## config.mk

```make
export PLATFORM = sky130hd
export DESIGN_NAME = fifo_wr_arbiter
export DESIGN_NICKNAME = d
export VERILOG_FILES = /design/src/rtl/fifo_wr_arbiter.sv
export SDC_FILE = /design/constraint.sdc
export NUM_CORES = 1
export LEC_CHECK = 0
export ABC_AREA = 0
export BUFFER_PORTS_ARGS = -buffer_cell sky130_fd_sc_hd__buf_2
export CELL_PAD_IN_SITES_DETAIL_PLACEMENT = 0
export CELL_PAD_IN_SITES_GLOBAL_PLACEMENT = 1
export CORE_MARGIN = 8
export CORE_UTILIZATION = 23
export DETAILED_ROUTE_END_ITERATION = 6
export HOLD_SLACK_MARGIN = 0.12
export PLACE_DENSITY = 0.95
export SLEW_MARGIN = 20
export SYNTH_ARGS = -nofsm -noshare
export SYNTH_HDL_FRONTEND = slang
export SYNTH_SLANG_ARGS = --single-unit
```

## constraint.sdc

```tcl
create_clock -name clk -period 6.3 [get_ports clk]
set_clock_uncertainty 0.05 [all_clocks]
set_input_delay 0.63 -clock clk [delete_from_list [all_inputs] [get_ports clk]]
set_output_delay 0.63 -clock clk [all_outputs]
set_load 0.05 [all_outputs]
```

## src/rtl/fifo_wr_arbiter.sv

```systemverilog
`default_nettype none
// ============================================================================
//  Module      : fifo_wr_arbiter
//  Description : Round-robin arbiter sharing one synchronous FIFO write port
//                among NREQ valid/ready producers. One producer owns the port
//                for at most BURST_LEN accepted beats. Ownership then rotates,
//                or it rotates earlier if the owner drops valid. Writes are
//                combinational from the owner's data to the FIFO.
//                Optional statistics counters are enabled by defining the
//                macro FIFO_WR_ARB_STATS_EN.
//  Revision    : 1.0 - initial release
// ============================================================================
module fifo_wr_arbiter #(
    parameter int NREQ      = 4,
    parameter int DW        = 32,
    parameter int BURST_LEN = 4
) (
    input  logic                      clk,
    input  logic                      rst,
    input  logic [NREQ-1:0]           req_valid,
    input  logic [NREQ*DW-1:0]        req_data,
    output logic [NREQ-1:0]           req_ready,
    input  logic                      fifo_full,
    output logic                      fifo_we,
    output logic [DW-1:0]             fifo_wr_data,
    output logic                      grant_valid,
    output logic [$clog2(NREQ)-1:0]   grant_id
`ifdef FIFO_WR_ARB_STATS_EN
    ,
    input  logic                      stat_clr,
    output logic [NREQ*16-1:0]        stat_beats,
    output logic [15:0]               stat_stall
`endif
);

    // ------------------------------------------------------------------------
    // Constants
    // ------------------------------------------------------------------------
    localparam int              c_iw        = $clog2(NREQ);
    localparam int              c_sw        = c_iw + 1;
    localparam int              c_bw        = $clog2(BURST_LEN) + 1;
    localparam logic [c_bw-1:0] c_last_beat = c_bw'(BURST_LEN - 1);
    localparam logic [c_iw-1:0] c_last_id   = c_iw'(NREQ - 1);
    localparam logic [c_sw-1:0] c_nreq_w    = c_sw'(NREQ);

    typedef enum logic [0:0] {
        S_IDLE  = 1'b0,
        S_GRANT = 1'b1
    } state_t;

    // ------------------------------------------------------------------------
    // Registered state and next-state values
    // ------------------------------------------------------------------------
    state_t          r_state;
    state_t          w_state_nxt;
    logic [c_iw-1:0] r_grant_id;
    logic [c_iw-1:0] w_grant_id_nxt;
    logic [c_iw-1:0] r_rr_ptr;
    logic [c_iw-1:0] w_rr_ptr_nxt;
    logic [c_bw-1:0] r_beat_cnt;
    logic [c_bw-1:0] w_beat_cnt_nxt;

    // ------------------------------------------------------------------------
    // Combinational helpers
    // ------------------------------------------------------------------------
    logic [NREQ-1:0] w_owner_onehot;
    logic            w_own_valid;
    logic [DW-1:0]   w_own_data;
    logic            w_in_grant;
    logic            w_accept;
    logic            w_rel_full;
    logic            w_rel_drop;
    logic            w_release;
    logic [c_iw-1:0] w_next_ptr;
    logic [c_iw-1:0] w_arb_ptr;
    logic [NREQ-1:0] w_arb_req;
    logic            w_arb_found;
    logic [c_iw-1:0] w_arb_winner;
    logic [c_sw-1:0] w_scan_idx;

    // Select the current owner's valid and data, and its one-hot position.
    always_comb begin
        w_owner_onehot = '0;
        w_own_valid    = 1'b0;
        w_own_data     = '0;
        for (int k = 0; k < NREQ; k++) begin
            if (r_grant_id == c_iw'(k)) begin
                w_owner_onehot[k] = 1'b1;
                w_own_valid       = req_valid[k];
                w_own_data        = req_data[k*DW +: DW];
            end
        end
    end

    // Beat acceptance and the two release conditions of an active grant.
    always_comb begin
        w_in_grant = (r_state == S_GRANT);
        w_accept   = w_in_grant && w_own_valid && !fifo_full;
        w_rel_full = w_accept && (r_beat_cnt == c_last_beat);
        w_rel_drop = w_in_grant && !w_own_valid;
        w_release  = w_rel_full || w_rel_drop;
        // Wrap by explicit compare so non-power-of-2 NREQ rotates correctly.
        w_next_ptr = (r_grant_id == c_last_id) ? '0 : r_grant_id + c_iw'(1);
    end

    // Arbitration inputs: IDLE scans from rr_ptr. A releasing grant scans from
    // the slot after the owner, so a full-burst owner ranks last. An owner that
    // dropped valid is masked out explicitly.
    always_comb begin
        w_arb_ptr = w_in_grant ? w_next_ptr : r_rr_ptr;
        w_arb_req = req_valid;
        if (w_rel_drop) begin
            w_arb_req = req_valid & ~w_owner_onehot;
        end
    end

    // Round-robin scan: the lowest offset from w_arb_ptr with a request wins.
    // Offsets are walked high-to-low so the last hit is the closest one.
    always_comb begin
        w_arb_found  = 1'b0;
        w_arb_winner = '0;
        w_scan_idx   = '0;
        for (int k = NREQ - 1; k >= 0; k--) begin
            w_scan_idx = {1'b0, w_arb_ptr} + c_sw'(k);
            if (w_scan_idx >= c_nreq_w) begin
                w_scan_idx = w_scan_idx - c_nreq_w;
            end
            if (w_arb_req[w_scan_idx[c_iw-1:0]]) begin
                w_arb_found  = 1'b1;
                w_arb_winner = w_scan_idx[c_iw-1:0];
            end
        end
    end

    // Next-state logic for the IDLE/GRANT controller.
    always_comb begin
        w_state_nxt    = r_state;
        w_grant_id_nxt = r_grant_id;
        w_rr_ptr_nxt   = r_rr_ptr;
        w_beat_cnt_nxt = r_beat_cnt;
        case (r_state)
            S_IDLE: begin
                if (w_arb_found) begin
                    w_state_nxt    = S_GRANT;
                    w_grant_id_nxt = w_arb_winner;
                    w_beat_cnt_nxt = '0;
                end
            end
            S_GRANT: begin
                if (w_release) begin
                    w_rr_ptr_nxt   = w_next_ptr;
                    w_beat_cnt_nxt = '0;
                    if (w_arb_found) begin
                        // Hand over in the same cycle; no bubble between owners.
                        w_grant_id_nxt = w_arb_winner;
                    end else begin
                        w_state_nxt = S_IDLE;
                    end
                end else if (w_accept) begin
                    w_beat_cnt_nxt = r_beat_cnt + c_bw'(1);
                end
                // Full with valid held: nothing changes, grant is kept.
            end
            default: begin
                w_state_nxt = S_IDLE;
            end
        endcase
    end

    // State register with synchronous reset.
    always_ff @(posedge clk) begin
        if (rst) begin
            r_state    <= S_IDLE;
            r_grant_id <= '0;
            r_rr_ptr   <= '0;
            r_beat_cnt <= '0;
        end else begin
            r_state    <= w_state_nxt;
            r_grant_id <= w_grant_id_nxt;
            r_rr_ptr   <= w_rr_ptr_nxt;
            r_beat_cnt <= w_beat_cnt_nxt;
        end
    end

    // Outputs: gated by rst so a reset cycle never writes or signals a grant.
    always_comb begin
        grant_valid  = 1'b0;
        req_ready    = '0;
        fifo_we      = 1'b0;
        fifo_wr_data = '0;
        if (!rst && w_in_grant) begin
            grant_valid = 1'b1;
            if (!fifo_full) begin
                req_ready = w_owner_onehot;
            end
            if (w_accept) begin
                fifo_we      = 1'b1;
                fifo_wr_data = w_own_data;
            end
        end
    end

    assign grant_id = r_grant_id;

`ifdef FIFO_WR_ARB_STATS_EN
    // ------------------------------------------------------------------------
    // Statistics: 16-bit saturating counters, cleared by rst or stat_clr.
    // ------------------------------------------------------------------------
    logic        w_stall;
    logic [15:0] r_stat_stall;

    assign w_stall = w_in_grant && w_own_valid && fifo_full;

    for (genvar gi = 0; gi < NREQ; gi++) begin : g_stat_beats
        logic        w_inc;
        logic [15:0] r_cnt;

        assign w_inc = fifo_we && (r_grant_id == c_iw'(gi));

        // Count beats accepted from this requester; clear wins over increment.
        always_ff @(posedge clk) begin
            if (rst || stat_clr) begin
                r_cnt <= '0;
            end else if (w_inc && (r_cnt != 16'hFFFF)) begin
                r_cnt <= r_cnt + 16'd1;
            end
        end

        assign stat_beats[gi*16 +: 16] = r_cnt;
    end

    // Count cycles where the owner is waiting on a full FIFO.
    always_ff @(posedge clk) begin
        if (rst || stat_clr) begin
            r_stat_stall <= '0;
        end else if (w_stall && (r_stat_stall != 16'hFFFF)) begin
            r_stat_stall <= r_stat_stall + 16'd1;
        end
    end

    assign stat_stall = r_stat_stall;
`endif

endmodule
`default_nettype wire

```

== Word level (Yosys, flattened, before mapping) ==
Cells that the tools add are included.

* Reductions and logical operators: 12
* Order comparisons: 8
* Eq/ne operators: 7
* Mux-type cells: 52
* Bitwise gates (word level): 3
* Add/sub/neg operators: 9

{| class="wikitable"
|+ Operators with widths
! cell !! count
|-
| $mux 32 || 6
|-
| $mux 2 || 12
|-
| $mux 1 || 21
|-
| $lt 2x3->1 const B || 4
|-
| $mux 4 || 3
|-
| $ge 3x3->1 const B || 3
|-
| $mux 3 || 3
|-
| $bmux 1 s2 || 4
|-
| $sub 2x1->2 const B || 4
|-
| $add 2x2->3 const B || 2
|-
| $pmux 3 s2 || 1
|-
| $logic_and 1x1->1 || 5
|-
| $and 4x4->4 || 1
|-
| $eq 2x2->1 const B || 2
|-
| $not 4->4 || 1
|-
| $pmux 2 s2 || 1
|-
| $reduce_and 2->1 || 2
|-
| $add 2x1->3 const B || 1
|-
| $add 3x1->3 const B || 1
|-
| $eq 3x2->1 const B || 1
|-
| $ge 2x3->1 const B || 1
|-
| $logic_not 1->1 || 3
|-
| $ne 3x1->1 const B || 1
|-
| $add 2x1->2 const B || 1
|-
| other kinds (7) || 7
|}

* Output and inout port bits: 40
* Bits in registers: 8
* Bits of input ports: 135

== Longest topological paths before layout ==
* Depth in word-level cells: 17
* Gate-level depth with buffers: 11
* Depth with buffers taken out: 8

== Least setup slack after synthesis ==
Ideal clock, no wire load.

* Kind: flip-flop to output port
* Start: reg r_grant_id[1], in the netlist grant_id[1]
* End: out fifo_wr_data[10]
* Stages on the path, launching flop included: 12
* Required time: 5620 ps
* Setup slack: 2878 ps
* Arrival: 2742 ps
* Cells stage by stage: dfxtp_1 -> inv_1 -> ha_1 -> buf_4 -> nor2b_2 -> buf_6 -> a221o_1 -> a21oi_2 -> nand2b_1 -> buf_2 -> buf_2 -> nor2_1

* Longest elaborated chain between the ends: 9

{| class="wikitable"
|+ Ends and longest elaborated chain
! item !! line !! source
|-
| start, declared || 56 || <nowiki>logic [c_iw-1:0] r_grant_id;</nowiki>
|-
| start signal, assigned || 179 || <nowiki>r_grant_id <= w_grant_id_nxt;</nowiki>
|-
| $logic_not 2->1 || 87 || <nowiki>if (r_grant_id == c_iw'(k)) begin</nowiki>
|-
| $mux 1 (4 in a row) || 87 ||
|-
| $logic_and 1x1->1 (2 in a row) || 98 || <nowiki>w_accept = w_in_grant && w_own_valid && !fifo_full;</nowiki>
|-
| $mux 32 * || 196 || <nowiki>if (w_accept) begin</nowiki>
|-
| $mux 32 * || 191 || <nowiki>if (!rst && w_in_grant) begin</nowiki>
|-
| end, declared || 25 || <nowiki>output logic [DW-1:0] fifo_wr_data,</nowiki>
|}

Mark *: on every way between the ends. The rest lies on a longest branch, timed or not.

== Final worst setup path ==
* Start: reg r_grant_id[0], in the netlist grant_id[0]
* End: out fifo_wr_data[9]

Same word-level chain as after synthesis.

==> results.md <==
- Drt pass-1 iters: 4
- Endpoint class of the critical path: output port
- Max stage delay on crit path: 880 ps
- Postcts setup bufs: 0
- Post-layout util: 36.75%
- Syn. warnings: 0
- Fillers: 779
- Peak Freq: 272.3 MHz
- Gr ovfl total: 0
- CP Launch Type: flop
- Crit path top cell by count: nor2_1
- Mapped Avg Cell Area: 6.270 sq um
- Worst Path Arrival: 2990 ps
- Die Width: 102.1 um
- Power density over the cells: 237.6 nW/um^2
- Post-synth ARST share: 0%
- CP cell instances: inv_1, ha_2, nor2b_1, nor2_1, a21oi_2, nand2b_1, buf_4, nor2_1, buf_2
- VDD IR max: 0.0002293 V
- Final Wtd Congestion: 0.9118
- Layout cells sized above 1: 44.34%
- Combinational power share: 79.5%
- Inst Count DP: 520
- Row count: 31
- Post-synthesis register bit count: 8
- First-pass GRT wire length: 11810 um
- P_leak: 0.001338 uW
- Die area: 10430 sq um
- H-tree lvl count: 1
- Syn-to-layout area delta: 55.47%
- CTS tree: built
- Net Count, Synth: 413
- Vias in the first global route: 2487
- CTS Root Cell: clkbuf_8
- I/O Buffers: 174
- Detailed-route wire length per cell: 15.57 um
- Post-cts repair resize count: 0
- Initial drt markers: 103
- Initial Util: 23.64%
- Net switching power: 329.6 uW
- EDFF count, synth: 0
- Setup CP Type: flop to output port
- Cell Count, Final, Fillers Out: 523
- Final worst-path cycle share: 58.30%
- Internal power: 300.2 uW
- Fin nets: 567
- Core Box Area: 7214 sq um
- Vias per cell: 5.065
- Post-route ant nets: 0
- Commonest non-fill, non-tap cell in the layout: buf_2
- Initial antenna violation count: 0
- Rel. slew slack: 31.20%
- CTS Sinks: 8
- Slew @ Worst Pin: 1032 ps
- Register area share after synthesis: 9.391%
- Final Hold Vio Count: 0
- Worst path required time: 5620 ps
- Worst-Skew Late Latency: 230 ps
- Period minus WS final: 3673 ps
- Die Y: 102.1 um
- Min Hold Slack: 463.8 ps
- Hpwl dp: 6493 um
- CTS Hold Bufs: 0
- Netlist cell types: 37
- Antenna Cells: 0
- Status: complete, no violations
- Final Slew Violations: 0
- Post-Syn Area: 1705 sq um
- Maxcap violations: 0
- Total negative setup slack: 0 ps
- # DRC: 0
- RSZ-0062 raised after global routing: false
- Clock slew seen by the registers of the worst setup and hold paths: 50 ps
- CTS buffer count: 3
- Vias: 2649
- Most frequent cells in the layout: buf_2, nor2_1, nor2b_1, a21oi_1, nor3_1
- Critical Path Fanout Max: 69
- Syn Inst Count: 272
- Sequential power share: 10.7%
- Worst hold path class: flop to flop
- Final setup fails: 0
- Ports: 175
- Slowest cell on crit path: ha_2
- Clock share of power: 9.9%
- Clock Path Buffers: 2
- Total wire length: 8143 um
- Maximum number of pins on one net before global-route repair: 70
- Synth Flop Type: dfxtp_1
- Total global-route track usage: 13.67%
- Sw Share: 52.34%
-- per-layer routing --
metal	global-route usage [%]	routed length, um	part of all wire (%)
met3	2.384	799	9.8
met5	0	0	0
met1	15.86	3035	37
met2	25.39	4201	52
met4	2.709	107	1.3
-- worst max-delay path: cells and delay by family, from the launching register on --
| kind | cells | cell delay, ps |
|---|---|---|
| buffers and inverters | 3 | 700 |
| AOI/OAI and AO/OA | 1 | 240 |
| and+or+nand+nor | 4 | 570 |
| adders and majority gates | 1 | 880 |
| DFF | 1 | 360 |
-- layout make-up --
| cell class | instances | area [sq um] | share of cell area [%] |
|---|---|---|---|
| Clock buffer | 3 | 41.29 | 1.557 |
| Inverter | 7 | 26.28 | 0.9910 |
| Multi-Input combinational cell | 228 | 1399 | 52.76 |
| Sequential cell | 8 | 160.2 | 6.041 |
| Tap cell | 99 | 123.9 | 4.672 |
| Timing Repair Buffer | 178 | 900.9 | 33.98 |
-- per-stage QoR --
step	cell area, sq um	setup slack [ps]	total power, uW
after floorplan	1705	2878	447.8
after global placement	2610	2930	560.5
after detailed placement	2610	2818	568.4
after CTS	2651	2564	632.8
after global routing	2651	2325	688.9
final	2651	2627	629.9
-- cells by family (layout without fill, tap and decap cells) --
| family | count (synthesis) | in the layout | share of synthesized area [%] |
|---|---|---|---|
| buffers and inverters | 36 | 188 | 8.878 |
| flip-flops | 8 | 8 | 9.391 |
| AO/OA/AOI/OAI | 86 | 86 | 35.73 |
| AND/OR/NAND/NOR | 132 | 132 | 39.18 |
| adder cells (fa/ha/maj) | 6 | 6 | 4.402 |
| multiplexers | 4 | 4 | 2.421 |
-- final timing paths --
path                                                  from                    endpoint  slack, ps  cells after the start
worst max-delay path              grant_id[0]$_SDFFE_PP0P_             fifo_wr_data[9]       2630                      9
worst min-delay path            r_beat_cnt[2]$_SDFFE_PP0P_  r_beat_cnt[2]$_SDFFE_PP0P_        460                      2
worst max register to register    grant_id[0]$_SDFFE_PP0P_    grant_id[0]$_SDFFE_PP0P_       3420                      8
worst min register to register  r_beat_cnt[2]$_SDFFE_PP0P_  r_beat_cnt[2]$_SDFFE_PP0P_        460                      2
-- synth_stat cells, types with 2 or more instances --
cell type / number / area [sq um]
a21oi_1: 35 / 175.2
a221o_1: 2 / 20.02
a221oi_1: 32 / 280.3
a22oi_1: 2 / 15.01
and2_1: 5 / 31.28
buf_2: 4 / 20.02
clkbuf_1: 23 / 86.33
dfxtp_1: 8 / 160.2
ha_1: 6 / 75.07
inv_1: 7 / 26.28
mux2i_1: 3 / 30.03
nand2_1: 4 / 15.01
nand2b_1: 2 / 12.51
nand3_1: 2 / 10.01
nand3b_1: 2 / 15.01
nor2_1: 45 / 168.9
nor2b_1: 35 / 219.0
nor3_1: 33 / 165.2
o21a_1: 2 / 15.01
o22ai_1: 3 / 18.77
-- power by group through the flow --
stage / logic, uW / registers (uW) / clock network, uW
global route: 556 / 67.9 / 64.6
CTS: 503 / 67.0 / 62.6
detailed placement: 501 / 67.8 / 0
global placement: 494 / 66.6 / 0
finish: 501 / 67.2 / 62.1
floorplan: 372 / 75.3 / 0
-- sequential cells by signal, summed over array words and instances (netlist names) --
signal,count
r_rr_ptr,2
r_beat_cnt,3
grant_id,2
r_state,1
Power figures use the tool's default switching activity.
